## config.mk

```make
export PLATFORM = sky130hd
export DESIGN_NAME = dft_frame_sched
export DESIGN_NICKNAME = d
export VERILOG_FILES = /design/src/rtl/dft_frame_sched.sv
export SDC_FILE = /design/constraint.sdc
export NUM_CORES = 1
export LEC_CHECK = 0
export ABC_CLOCK_PERIOD_IN_PS = 2400
export CORE_ASPECT_RATIO = 1.4
export CORE_MARGIN = 2
export CORE_UTILIZATION = 40
export CTS_BUF_LIST = sky130_fd_sc_hd__clkbuf_2
export DETAILED_ROUTE_END_ITERATION = 10
export PLACE_DENSITY_LB_ADDON = 0.15
export SKIP_LAST_GASP = 1
export SLEW_MARGIN = 20
export SYNTH_ARGS = -nofsm -noshare
export SYNTH_HDL_FRONTEND = slang
export SYNTH_SLANG_ARGS = --single-unit
```

## constraint.sdc

```tcl
create_clock -name clk -period 2.4 [get_ports clk]
set_input_delay 0.48 -clock clk [delete_from_list [all_inputs] [get_ports clk]]
set_output_delay 0.48 -clock clk [all_outputs]
set_load 0.02 [all_outputs]
```

## src/rtl/dft_frame_sched.sv

```systemverilog
// dft_frame_sched: arbitrates two streaming requesters onto a single DFT core sink.
// A frame starts on a requester's sop beat and carries its length and direction.
// Frames are forwarded with zero latency, and a fixed idle gap follows every frame.
// Frames with an illegal length and stray non-sop samples are discarded and counted.
// A small tag FIFO remembers which requester owns each frame still inside the core.
//
// Ports:
//   clk, rst_n                              clock, asynchronous active-low reset
//   req_valid/ready/sop [1:0]               per-requester stream handshake
//   req_real/imag [35:0]                    {req1, req0} 18-bit samples
//   req_dftpts [23:0]                       {req1, req0} 12-bit frame lengths
//   req_inverse [1:0]                       per-requester inverse flag
//   dft_valid/ready/sop/eop                 core sink handshake
//   dft_real/imag, dft_pts, dft_inverse     core sink data and configuration
//   src_valid, src_sop                      core source start-of-frame (pops the tag FIFO)
//   out_chan, out_chan_valid                owner of the current output frame
//   clr_err, cfg_err                        sticky illegal-length flag and its clear
//   busy, drop_cnt                          FSM not idle; saturating discard count
module dft_frame_sched #(
    parameter logic [11:0] MAX_PTS   = 12'd1200,
    parameter int          GAP_CYC   = 4,
    parameter int          TAG_DEPTH = 4
) (
    input  logic        clk,
    input  logic        rst_n,
    input  logic [1:0]  req_valid,
    output logic [1:0]  req_ready,
    input  logic [1:0]  req_sop,
    input  logic [35:0] req_real,
    input  logic [35:0] req_imag,
    input  logic [23:0] req_dftpts,
    input  logic [1:0]  req_inverse,
    output logic        dft_valid,
    input  logic        dft_ready,
    output logic        dft_sop,
    output logic        dft_eop,
    output logic [17:0] dft_real,
    output logic [17:0] dft_imag,
    output logic [11:0] dft_pts,
    output logic        dft_inverse,
    input  logic        src_valid,
    input  logic        src_sop,
    output logic        out_chan,
    output logic        out_chan_valid,
    input  logic        clr_err,
    output logic        busy,
    output logic        cfg_err,
    output logic [15:0] drop_cnt
);

    localparam int GW = (GAP_CYC > 1) ? $clog2(GAP_CYC) : 1;
    localparam logic [GW-1:0] GAP_LAST = GW'(GAP_CYC - 1);
    localparam int AW = (TAG_DEPTH > 1) ? $clog2(TAG_DEPTH) : 1;
    localparam int CW = $clog2(TAG_DEPTH + 1);
    localparam logic [AW-1:0] ADDR_LAST = AW'(TAG_DEPTH - 1);
    localparam logic [CW-1:0] OCC_FULL  = CW'(TAG_DEPTH);

    typedef enum logic [1:0] {
        ST_IDLE = 2'd0,
        ST_XFER = 2'd1,
        ST_GAP  = 2'd2
    } state_t;

    state_t          state_r;
    logic            ptr_r;      // lane preferred when both lanes request together
    logic            chan_r;
    logic            inv_r;
    logic [11:0]     pts_r;
    logic [11:0]     cnt_r;
    logic [GW-1:0]   gap_r;
    logic            tag_mem_r [TAG_DEPTH];
    logic [AW-1:0]   wr_r;
    logic [AW-1:0]   rd_r;
    logic [CW-1:0]   occ_r;
    logic            cfg_err_r;
    logic [15:0]     drop_r;

    logic [1:0]      legal_s;
    logic [1:0]      legal_cand_s;
    logic [1:0]      idle_discard_s;
    logic [1:0]      req_ready_s;
    logic            grant_s;
    logic            grant_lane_s;
    logic [1:0]      drop_inc_s;
    logic            err_set_s;
    logic            dft_valid_s;
    logic            beat_s;
    logic            last_beat_s;
    logic            fifo_full_s;
    logic            fifo_empty_s;
    logic            pop_s;
    logic [16:0]     drop_sum_s;

    assign legal_s[0] = (req_dftpts[11:0]  != 12'd0) && (req_dftpts[11:0]  <= MAX_PTS);
    assign legal_s[1] = (req_dftpts[23:12] != 12'd0) && (req_dftpts[23:12] <= MAX_PTS);
    assign legal_cand_s   = req_valid & req_sop & legal_s;
    // Stray non-sop samples and sop samples with an illegal length are both swallowed in IDLE.
    assign idle_discard_s = req_valid & (~req_sop | ~legal_s);
    assign fifo_full_s    = (occ_r == OCC_FULL);
    assign fifo_empty_s   = (occ_r == CW'(0));
    assign pop_s          = src_valid & src_sop & ~fifo_empty_s;
    assign last_beat_s    = beat_s & (cnt_r == (pts_r - 12'd1));
    assign drop_sum_s     = {1'b0, drop_r} + {15'd0, drop_inc_s};

    // Handshake, grant and discard decisions for the current state.
    always_comb begin
        req_ready_s  = 2'b00;
        grant_s      = 1'b0;
        grant_lane_s = 1'b0;
        drop_inc_s   = 2'b00;
        err_set_s    = 1'b0;
        dft_valid_s  = 1'b0;
        beat_s       = 1'b0;
        case (state_r)
            ST_IDLE: begin
                req_ready_s = idle_discard_s;
                drop_inc_s  = {1'b0, idle_discard_s[0]} + {1'b0, idle_discard_s[1]};
                err_set_s   = |(req_valid & req_sop & ~legal_s);
                // The granted sop beat is left on the lane so the XFER state forwards it.
                if ((legal_cand_s != 2'b00) && !fifo_full_s) begin
                    grant_s      = 1'b1;
                    grant_lane_s = (legal_cand_s == 2'b11) ? ptr_r : legal_cand_s[1];
                end else begin
                    grant_s      = 1'b0;
                end
            end
            ST_XFER: begin
                dft_valid_s         = chan_r ? req_valid[1] : req_valid[0];
                beat_s              = dft_valid_s & dft_ready;
                req_ready_s[chan_r] = dft_ready;
            end
            ST_GAP: begin
                req_ready_s = 2'b00;
            end
            default: begin
                req_ready_s = 2'b00;
            end
        endcase
    end

    // Zero-latency data path to the core; everything is held at zero outside XFER.
    always_comb begin
        if (state_r == ST_XFER) begin
            dft_real    = chan_r ? req_real[35:18] : req_real[17:0];
            dft_imag    = chan_r ? req_imag[35:18] : req_imag[17:0];
            dft_pts     = pts_r;
            dft_inverse = inv_r;
            dft_sop     = (cnt_r == 12'd0);
            dft_eop     = (cnt_r == (pts_r - 12'd1));
        end else begin
            dft_real    = 18'd0;
            dft_imag    = 18'd0;
            dft_pts     = 12'd0;
            dft_inverse = 1'b0;
            dft_sop     = 1'b0;
            dft_eop     = 1'b0;
        end
    end

    // Ready is masked while reset is asserted because IDLE would otherwise accept stray samples.
    assign req_ready      = req_ready_s & {2{rst_n}};
    assign dft_valid      = dft_valid_s;
    assign busy           = (state_r != ST_IDLE);
    assign cfg_err        = cfg_err_r;
    assign drop_cnt       = drop_r;
    assign out_chan_valid = ~fifo_empty_s;
    assign out_chan       = fifo_empty_s ? 1'b0 : tag_mem_r[rd_r];

    // Frame FSM: grant, beat counting, and the fixed inter-frame gap.
    always_ff @(posedge clk or negedge rst_n) begin
        if (!rst_n) begin
            state_r <= ST_IDLE;
            ptr_r   <= 1'b0;
            chan_r  <= 1'b0;
            inv_r   <= 1'b0;
            pts_r   <= 12'd0;
            cnt_r   <= 12'd0;
            gap_r   <= GW'(0);
        end else begin
            case (state_r)
                ST_IDLE: begin
                    if (grant_s) begin
                        state_r <= ST_XFER;
                        chan_r  <= grant_lane_s;
                        pts_r   <= grant_lane_s ? req_dftpts[23:12] : req_dftpts[11:0];
                        inv_r   <= req_inverse[grant_lane_s];
                        cnt_r   <= 12'd0;
                    end
                end
                ST_XFER: begin
                    if (last_beat_s) begin
                        state_r <= ST_GAP;
                        gap_r   <= GW'(0);
                        cnt_r   <= 12'd0;
                        // Next tie goes to the other lane.
                        ptr_r   <= ~chan_r;
                    end else if (beat_s) begin
                        cnt_r   <= cnt_r + 12'd1;
                    end
                end
                ST_GAP: begin
                    if (gap_r == GAP_LAST) begin
                        state_r <= ST_IDLE;
                    end else begin
                        gap_r   <= gap_r + GW'(1);
                    end
                end
                default: begin
                    state_r <= ST_IDLE;
                end
            endcase
        end
    end

    // Channel tag FIFO: push on grant, pop on each core output sop.
    always_ff @(posedge clk or negedge rst_n) begin
        if (!rst_n) begin
            for (int i = 0; i < TAG_DEPTH; i++) begin
                tag_mem_r[i] <= 1'b0;
            end
            wr_r  <= AW'(0);
            rd_r  <= AW'(0);
            occ_r <= CW'(0);
        end else begin
            if (grant_s) begin
                tag_mem_r[wr_r] <= grant_lane_s;
                wr_r <= (wr_r == ADDR_LAST) ? AW'(0) : wr_r + AW'(1);
            end
            if (pop_s) begin
                rd_r <= (rd_r == ADDR_LAST) ? AW'(0) : rd_r + AW'(1);
            end
            case ({grant_s, pop_s})
                2'b10:   occ_r <= occ_r + CW'(1);
                2'b01:   occ_r <= occ_r - CW'(1);
                default: occ_r <= occ_r;
            endcase
        end
    end

    // Sticky error flag (set wins over clear) and saturating discard counter.
    always_ff @(posedge clk or negedge rst_n) begin
        if (!rst_n) begin
            cfg_err_r <= 1'b0;
            drop_r    <= 16'd0;
        end else begin
            if (err_set_s) begin
                cfg_err_r <= 1'b1;
            end else if (clr_err) begin
                cfg_err_r <= 1'b0;
            end
            drop_r <= drop_sum_s[16] ? 16'hFFFF : drop_sum_s[15:0];
        end
    end

endmodule
```

---- Yosys cells after proc, flatten, opt, wreduce, memory -nomap -nowiden ----
Index checks and enable logic that the tools add are counted.
operators by class
  $add $sub $neg .......................... 9
  multipliers ............................. 0
  divide/modulo/power cells ............... 0
  magnitude comparators ................... 8
  equal/unequal tests ..................... 15
  shift-type cells ........................ 0
  muxes and demuxes ....................... 48
  bitwise operators ....................... 17
  reduce and logical (&&, ||, !) cells .... 23
operators by type and width
  operator                                                                             number
  18-bit two-way mux                                                                   4
  12-bit two-way mux                                                                   5
  12-bit by 11-bit less-or-equal comparator with 1-bit output (second input constant)  2
  12-bit one-hot mux with 2 select lines                                               1
  12-bit nonzero test                                                                  2
  1-bit two-way mux                                                                    21
  16-bit by 2-bit adder with 17-bit output                                             1
  16-bit two-way mux                                                                   1
  2-bit two-way mux                                                                    8
  12-bit by 1-bit adder with 12-bit output (second input constant)                     1
  2-bit AND                                                                            6
  12-bit equality test                                                                 1
  2-bit equality test (second input constant)                                          6
  12-bit logical NOT                                                                   1
  2-bit nonzero test                                                                   6
  12-bit by 1-bit subtractor with 12-bit output (second input constant)                1
  3-bit AND reduction                                                                  3
  2-bit inequality test (second input constant)                                        4
  2-bit one-hot mux with 2 select lines                                                2
  2-bit by 1-bit adder with 2-bit output (second input constant)                       3
  3-bit greater-or-equal comparator (second input constant)                            2
  2-bit inverter with 3-bit output                                                     2
  2-bit one-hot mux with 3 select lines                                                1
  3-bit one-hot mux with 2 select lines                                                1
  other kinds (23)                                                                     35
storage, ports and cells
  register bits after elaboration ......... 59
  bits in latches ......................... 0
  bits in writable memories ............... 0
  ROM bits ................................ 0
  logic and storage cells ................. 136
  memories ................................ 0

---- Depth between registers and ports, before layout ----
Gate-level depths: netlist of run 1.
  word-level depth ........................ 9
  depth in mapped cells ................... 16

---- Worst setup path before layout of run 1 ----
OpenSTA, ideal clock, no wires.
  kind .................................... input -> register
  start ................................... input req_dftpts[12]
  end ..................................... register drop_r[1], in the netlist drop_cnt[1]
  setup time .............................. 68 ps
  arrival ................................. 3510 ps
  data required time ...................... 2332 ps
  path slack .............................. -1178 ps
  stages .................................. 15
  cell sequence ........................... nor4_1 o21ai_0 a211oi_1 a21boi_0 ha_1 and2_1 ha_1 inv_1 fa_1 nor2_1 and2_1 nand3_1 or3_1 clkbuf_1 nand2_1
between the ends
  word-level cells in the longest chain between the ends .. 9
RTL lines
  element                                                                                             line  text
  start, declared                                                                                     31    input logic [23:0] req_dftpts,
  12-bit by 11-bit less-or-equal comparator with 1-bit output or 12-bit nonzero test (tied branches)  95    assign legal_s[1] = (req_dftpts[23:12] != 12'd0) && (req_dftpts[23:12] <= MAX_PTS);
  1-bit logical AND (*)                                                                               95
  2-bit inverter (*)                                                                                  98    assign idle_discard_s = req_valid & (~req_sop | ~legal_s);
  2-bit OR (*)                                                                                        98
  2-bit AND (*)                                                                                       98
  1-bit by 1-bit adder with 2-bit output (*)                                                          117   drop_inc_s = {1'b0, idle_discard_s[0]} + {1'b0, idle_discard_s[1]};
  2-bit two-way mux (*)                                                                               114   case (state_r)
  16-bit by 2-bit adder with 17-bit output (*)                                                        103   assign drop_sum_s = {1'b0, drop_r} + {15'd0, drop_inc_s};
  16-bit two-way mux (*)                                                                              251   drop_r <= drop_sum_s[16] ? 16'hFFFF : drop_sum_s[15:0];
  end signal, assigned                                                                                251
  end, declared                                                                                       76    logic [15:0] drop_r;
Mark *: on every way between the ends. The rest lies on a longest branch, timed or not.
A chain may end at the register's enable or synchronous reset.

---- Worst setup path after layout of run 1 ----
  start ................................... register pts_r[1]
  end ..................................... output dft_eop
between the ends
  word-level cells in the longest chain between the ends .. 3
RTL lines
  element                                        line  text
  start, declared                                68    logic [11:0] pts_r;
  start signal, assigned                         185   pts_r <= grant_lane_s ? req_dftpts[23:12] : req_dftpts[11:0];
  12-bit by 1-bit subtractor with 12-bit output  149   dft_eop = (cnt_r == (pts_r - 12'd1));
  12-bit equality test                           149
  1-bit two-way mux                              143   if (state_r == ST_XFER) begin
  end, declared                                  36    output logic dft_eop,
Every way passes these cells.

==> summary.txt, run 1 <==
Run status
  – Status: finished, violations left
  – Failing checks: negative setup slack

Timing
  – Fmax: 313 MHz
  – RSZ-0062 raised after global routing: yes
  – Slew Limit Fails: 0
  – Setup Skew: ~36 ps
  – Worst setup margin: -800 ps
  – Max transition margin: around three fifths
  – Tmin final: about 3200 ps
  – Period utilization: 133%
  – Final Hold Fails: 0
  – Hold WS: 258 ps
  – Setup violators final: 38
  – Slew @ Worst Pin: 576 ps

Power
  – Lkg Pwr: 3.64 nW
  – Gate power share: between 40% and 50%
  – VDD IR max: 0.409 mV
  – Sequential power share: 35.8%
  – Clock network fraction of total power: between 20% and 30%
  – Internal Dissipation: 0.00218 W
  – Psw: 0.00119 W
  – PwrDens: ~430 nW/µm²
  – Sw Share: 35.4%
  – Total power: approximately 0.0034 W

Synth
  – Post-synth EDFFs: 0
  – Synth Register Bits: 59
  – Post-Syn Area: 4360 µm²
  – Register area share after synthesis: between 30% and 40%
  – Largest cells by area after synthesis: dfrtp_1 34%, mux2i_1 12%, nor2_1 6.4%
  – Mean Syn Cell Area: 8.37 µm²
  – Top-area cell type share of the netlist area: 33.8%
  – Ys async rst share: 100%
  – Library cells used by synthesis: 62
  – Leading area contributor after synthesis: dfrtp_1
  – Yosys warnings: 0
  – Syn Inst Count: 521
  – Synth Flop Type: dfrtp_1
  – Net count after synthesis: 644

Drt
  – Drt wl/cell: around 18 µm
  – Iteration-0 DRC Markers: 260
  – Residual DRC: 0
  – Via Count: about 5100
  – Routed WL: 17400 µm
  – Vias per inst: 5.30
  – Antenna Violating Nets Remaining: 0
  – DR pass1 iterations: 5

Clock tree
  – CTS Sinks: 59
  – Root buf cell: clkbuf_2
  – Clk buf depth: 2
  – CTS Buf Count: 9
  – Clock Pin Slew Worst Setup and Hold Paths: 160 ps
  – TritonCTS clock tree: yes
  – CTS HTree Levels: 3
  – Clk_lat worst skew: around 540 ps

Place
  – Dpl cell area: 6880 µm²
  – Port-buffer cells: around 180
  – GP Congestion: 0.915
  – Dpl hpwl: 11600 µm

Floorplanning
  – IO Count: 182
  – Full die area: 11800 µm²
  – Die Y: 128 µm
  – Initial Util: between 40% and 50%
  – Core footprint: 10800 µm²
  – DIE WIDTH: around 92 µm
  – # rows: 45

Worst setup path
  – CP required: 1920 ps
  – Critical Path Fanout Max: 2
  – Kind of critical path: reg -> out
  – WP data arrival: about 2700 ps
  – CP endpoint kind: primary output
  – CP startpoint kind: register

GRT
  – Grt ovf: 0
  – Total GRT Usage: 27.8%
  – Vias in the first global route: roughly 5300
  – Largest net degree at the start of global routing: 44
  – Initial antenna violation count: 0
  – First-pass GRT wire length: roughly 26000 µm

Finish
  – Layout cell share with drive strength beyond 1: between 30% and 40%
  – Syn-to-layout area delta: 80.9%
  – Reg area: 1480 µm²
  – Fillcell total: 823
  – Final #Nets: between 900 and 1000
  – Post-route cell area: slightly below 8000 µm²
  – Multi-input combinational cell area: 3080 µm²
  – # diodes: 0

Worst hold path
  – Worst Hold Class: in -> reg

Run
  – Maximum capacitance violations: 0
-- synthesized netlist by cell type (3+ instances only) --
cell / n
or3_1: 6
nor3_1: 10
mux2_2: 3
clkbuf_1: 20
mux2i_1: 51
nor2_1: 74
buf_2: 6
buf_1: 4
xnor2_1: 11
a31oi_1: 5
o31ai_1: 10
nor2b_1: 6
ha_1: 13
a21oi_1: 21
inv_1: 25
a211o_1: 3
o21ai_1: 3
dfrtp_1: 59
nand4_1: 10
and2_1: 18
xor2_1: 15
nand3_1: 16
and3_1: 3
o21ai_0: 13
nand2_1: 54
nor4_1: 8
-- cells in the final DEF, fill, tap and decap left out, types with 4 or more instances in the layout --
| cell | instances |
|---|---|
| buf_4 | 112 |
| clkdlybuf4s50_1 | 100 |
| nor2_1 | 68 |
| dfrtp_1 | 55 |
| mux2i_1 | 48 |
| nand2_1 | 46 |
| buf_6 | 36 |
| clkbuf_2 | 25 |
| buf_2 | 25 |
| inv_1 | 20 |
| a21oi_1 | 19 |
| clkdlybuf4s15_2 | 17 |
| and2_1 | 16 |
| xor2_1 | 15 |
| nand3_1 | 11 |
| xnor2_1 | 11 |
| nand4_1 | 10 |
| ha_1 | 10 |
| buf_8 | 10 |
| o21ai_0 | 9 |
| o31ai_1 | 9 |
| nand2_2 | 8 |
| nor3_1 | 6 |
| nand3_4 | 5 |
| o21ai_2 | 5 |
| nor2b_1 | 5 |
| nor4_4 | 4 |
| nor2_2 | 4 |
| or3_1 | 4 |
| a31oi_1 | 4 |
| dfrtp_2 | 4 |
-- worst paths after layout --
| path | slack [ps] | start | to | depth (start not counted) |
|---|---|---|---|---|
| min in group asynchronous | 510 | rst_n | drop_cnt[0]$_DFF_PN0_ | 3 |
| worst min-delay path | 260 | req_dftpts[15] | pts_r[3]$_DFFE_PN0P_ | 3 |
| worst min register to register | 520 | tag_mem_r[2]$_DFFE_PN0P_ | tag_mem_r[2]$_DFFE_PN0P_ | 2 |
| worst max register to register | -530 | pts_r[2]$_DFFE_PN0P_ | cnt_r[0]$_DFFE_PN0P_ | 15 |
| worst max-delay path | -800 | pts_r[1]$_DFFE_PN0P_ | dft_eop | 10 |
| max in group asynchronous | 1300 | rst_n | state_r[1]$_DFFE_PN0P_ | 3 |
-- critical path, cell delays in order, from the launching register on --
cell       delay [ps]
dfrtp_1           440
inv_4              70
ha_4              130
or4b_4            470
nor4b_4           250
a2111oi_2          60
nor4_1            270
buf_4             180
nand3_4           100
nor2_4            110
buf_6             120
-- power by group through the flow --
| stage | sequential, W | clock [W] | combinational (W) |
|---|---|---|---|
| after floorplan | 0.00121 | 0 | 0.000701 |
| after global placement | 0.00122 | 0 | 0.00123 |
| after detailed placement | 0.00122 | 0 | 0.00127 |
| after CTS | 0.00120 | 0.000746 | 0.00134 |
| after global routing | 0.00122 | 0.000793 | 0.00155 |
| final | 0.00121 | 0.000734 | 0.00143 |
-- kinds of logic after synthesis --
kind of cell,synth area share [%]
simple gates,24.6
xor+xnor,5.22
flops,33.8
mux,13.0
compound gates,13.1
fa+ha+maj,4.65
buf+inv,5.62
-- per-stage QoR --
step	utilization, %	setup TNS, ps	std cells	setup slack [ps]
2_1_floorplan	-	-11460	521	-689
3_3_place_gp	64.0	-38300	884	-1260
3_5_place_dp	64.0	-39900	884	-1310
4_1_cts	71.4	-12360	955	-812
5_1_grt	73.4	-17090	970	-947
6_report	73.4	-13460	970	-800
-- state kept, by name (all words and copies together) (netlist names) --
name and flops:
drop_cnt 16, cnt_r 12, pts_r 12, tag_mem_r 4, occ_r 3, gap_r 2
rd_r 2, state_r 2, wr_r 2, cfg_err 1, chan_r 1, inv_r 1
ptr_r 1
-- repair_timing --
action	4_1_cts	5_1_grt
hold buffers	1	0
pin swaps	31	42
endpoints found under the setup margin	92	108
hold endpoints to repair	16	0
resized for setup	304	121
buffers inserted	60	33
cloned	3	2
-- area by class of cell --
cell class / count / area share, %
multi-input cells: 405 / 39.0
repair buffers: 324 / 37.0
flip-flops and latches: 59 / 18.8
well taps: 141 / 2.24
inverters: 25 / 1.28
clock inverters: 6 / 1.03
clock buffers: 10 / 0.634
-- metal layers --
layer / vias to the layer above / routed length, µm / GRT usage, %
li1: 2431 / - / -
met1: 2536 / 6430 / 30.4
met2: 142 / 9700 / 51.7
met3: 33 / 818 / 5.72
met4: 0 / 427 / 11.9
met5: - / 0 / 0
No activity file was read; power rests on OpenSTA's default activity.
==> run 2, diff against run 1 <==
- CORE_ASPECT_RATIO: 1.4 -> 1.1
==> summary.txt, run 2 (synthesized netlist as in run 1, its figures left out) <==
Finish
  – # diodes: 0
  – Layout cell share with drive strength beyond 1: between 30 and 40%
  – Number of flip-flops under the largest register name: 16
  – Finished Core Util: 70.2%
  – Fillcell total: 850
  – Final #Nets: 938
  – Syn-to-layout area delta: 73.3%
  – Commonest cells after routing, fill and taps aside: 113 x buf_4, 99 x clkdlybuf4s50_1, 70 x nor2_1
  – Commonest non-fill, non-tap cell in the layout: buf_4

Worst setup path
  – WP data arrival: 2820 ps
  – CP endpoint kind: primary output
  – Critical Path Fanout Max: 2
  – Kind of critical path: reg -> out
  – Worst path max stage delay: 470 ps
  – Critical-path cell list: inv_4 -> ha_4 -> or4b_4 -> nor4b_4 -> a2111oi_2 -> nor4_2 -> nand3_2 -> nor2_4 -> buf_6
  – CP required: 1920 ps
  – CP startpoint kind: register
  – Slowest stage cell, crit path: dfrtp_1

Timing
  – Slew Limit Fails: 0
  – Final Hold Fails: 0
  – Period utilization: 137%
  – Slew @ Worst Pin: roughly 600 ps
  – RSZ-0062 raised after global routing: yes
  – Tmin final: 3300 ps
  – Worst setup margin: -896 ps
  – Setup Skew: 24.9 ps
  – Max transition margin: 59.7%
  – Setup violators final: 40
  – Fmax: roughly 300 MHz

Run status
  – Status: finished, violations left
  – Failing checks: negative setup slack

Clock tree
  – Root buf cell: clkbuf_2
  – Clk_lat worst skew: roughly 500 ps
  – CTS HTree Levels: 3
  – Clk buf depth: 2
  – TritonCTS clock tree: yes
  – CTS Sinks: between 50 and 60
  – Clock Pin Slew Worst Setup and Hold Paths: 160 ps
  – CTS Buf Count: 9

Drt
  – Routed WL: roughly 16000 µm
  – Vias per inst: 5.22
  – DR pass1 iterations: 5
  – Residual DRC: 0
  – Antenna Violating Nets Remaining: 0
  – Via Count: 5050
  – Drt wl/cell: 16.5 µm
  – Iteration-0 DRC Markers: 242

GRT
  – M1 GR Usage: 30.4%
  – Vias in the first global route: between 5000 and 6000
  – Met3 Use GR: 5.54%
  – First-pass GRT wire length: 25000 µm
  – Grt ovf: 0
  – Initial antenna violation count: 0
  – Met2 GRT Util: roughly 48%
  – Global route hottest layer: met2
  – Largest net degree at the start of global routing: 47
  – Total GRT Usage: a little over a quarter

Power
  – VDD IR max: ~0.26 mV
  – PwrDens: 427 nW/µm²
  – Lkg Pwr: 3.57 nW
  – Total power: roughly 0.0032 W

Floorplanning
  – Initial Util: 40.5%
  – # rows: 40
  – Die Y: 114 µm
  – Full die area: approximately 12000 µm²
  – DIE WIDTH: 104 µm
  – IO Count: around 180
  – Core footprint: 10800 µm²

Place
  – GP Congestion: 0.903
  – Dpl hpwl: between 10000 and 15000 µm
  – Port-buffer cells: 181
  – Setup WS pre-CTS: -1370 ps

Worst hold path
  – Worst Hold Class: in -> reg

Run
  – Maximum capacitance violations: 0
[run 2: changes by cell type in the layout (fill, tap and decap cells not counted), moves of 3 or more]
cell             delta
o21ai_1             +3
clkbuf_2           +35
o21ai_2             -3
buf_6               -3
buf_2              -15
clkdlybuf4s15_2    -15
buf_8               -9
mux2i_1             +3
[run 2: layout make-up]
cell class	instances	area, µm²	area share (%)
clock buffer	11	55.1	0.728
inverter	25	98.8	1.31
multi-input combinational	405	3040	40.3
clock inverter	5	55.1	0.728
timing repair buffer	315	2640	34.9
sequential	59	1480	19.6
tap	147	184	2.43
[run 2: what timing repair did]
item                                    in CTS  in global routing
buffers inserted                            63                 21
hold endpoints to repair                    13                  0
hold buffers                                 1                  0
pin swaps                                   51                 33
resized for setup                          238                135
cloned                                       2                  0
endpoints found under the setup margin      92                107
[run 2: metal layers]
metal | share of wire (%) | vias to the layer above | wire, µm
met3 | 4.4 | 35 | 700
met1 | 40 | 2425 | 6320
li1 | - | 2420 | -
met5 | 0 | - | 0
met2 | 54 | 170 | 8540
met4 | 2.5 | 0 | 398
[run 2: final timing paths]
path	from	to	slack, ps	cells after the start
setup / recovery	pts_r[0]$_DFFE_PN0P_	dft_eop	-900	9
hold / removal	req_dftpts[18]	pts_r[6]$_DFFE_PN0P_	300	3
setup reg to reg	pts_r[0]$_DFFE_PN0P_	gap_r[0]$_DFFE_PN0P_	-230	10
hold reg to reg	tag_mem_r[3]$_DFFE_PN0P_	tag_mem_r[3]$_DFFE_PN0P_	510	2
max in group asynchronous	rst_n	cnt_r[6]$_DFFE_PN0P_	1260	3
min in group asynchronous	rst_n	tag_mem_r[3]$_DFFE_PN0P_	520	3
[run 2: power by group]
part / leakage (nW) / internal [W] / switching [W] / total, W
clock network: 0.0679 / 0.000245 / 0.000391 / 0.000636
registers: 0.710 / 0.00109 / 0.000107 / 0.00120
logic: 2.79 / 0.000718 / 0.000673 / 0.00139
total: 3.57 / 0.00206 / 0.00117 / 0.00323
[run 2: worst max-delay path, delay by kind of cell, from the launching register on]
family,cells,cell delay (ps)
flip-flops,1,470
AND/OR/NAND/NOR,5,1450
AO/OA/AOI/OAI,1,90
adder cells (fa/ha/maj),1,120
buffers and inverters,2,200
[run 2: metrics by stage]
stage	TNS [ps]	hold WS (ps)	instances	cell area, µm²
2_1_floorplan	-11460	184	521	4490
3_3_place_gp	-38330	464	899	6970
3_5_place_dp	-41270	467	899	6970
4_1_cts	-11250	280	963	7560
5_1_grt	-12870	265	967	7560
6_report	-10050	295	967	7560
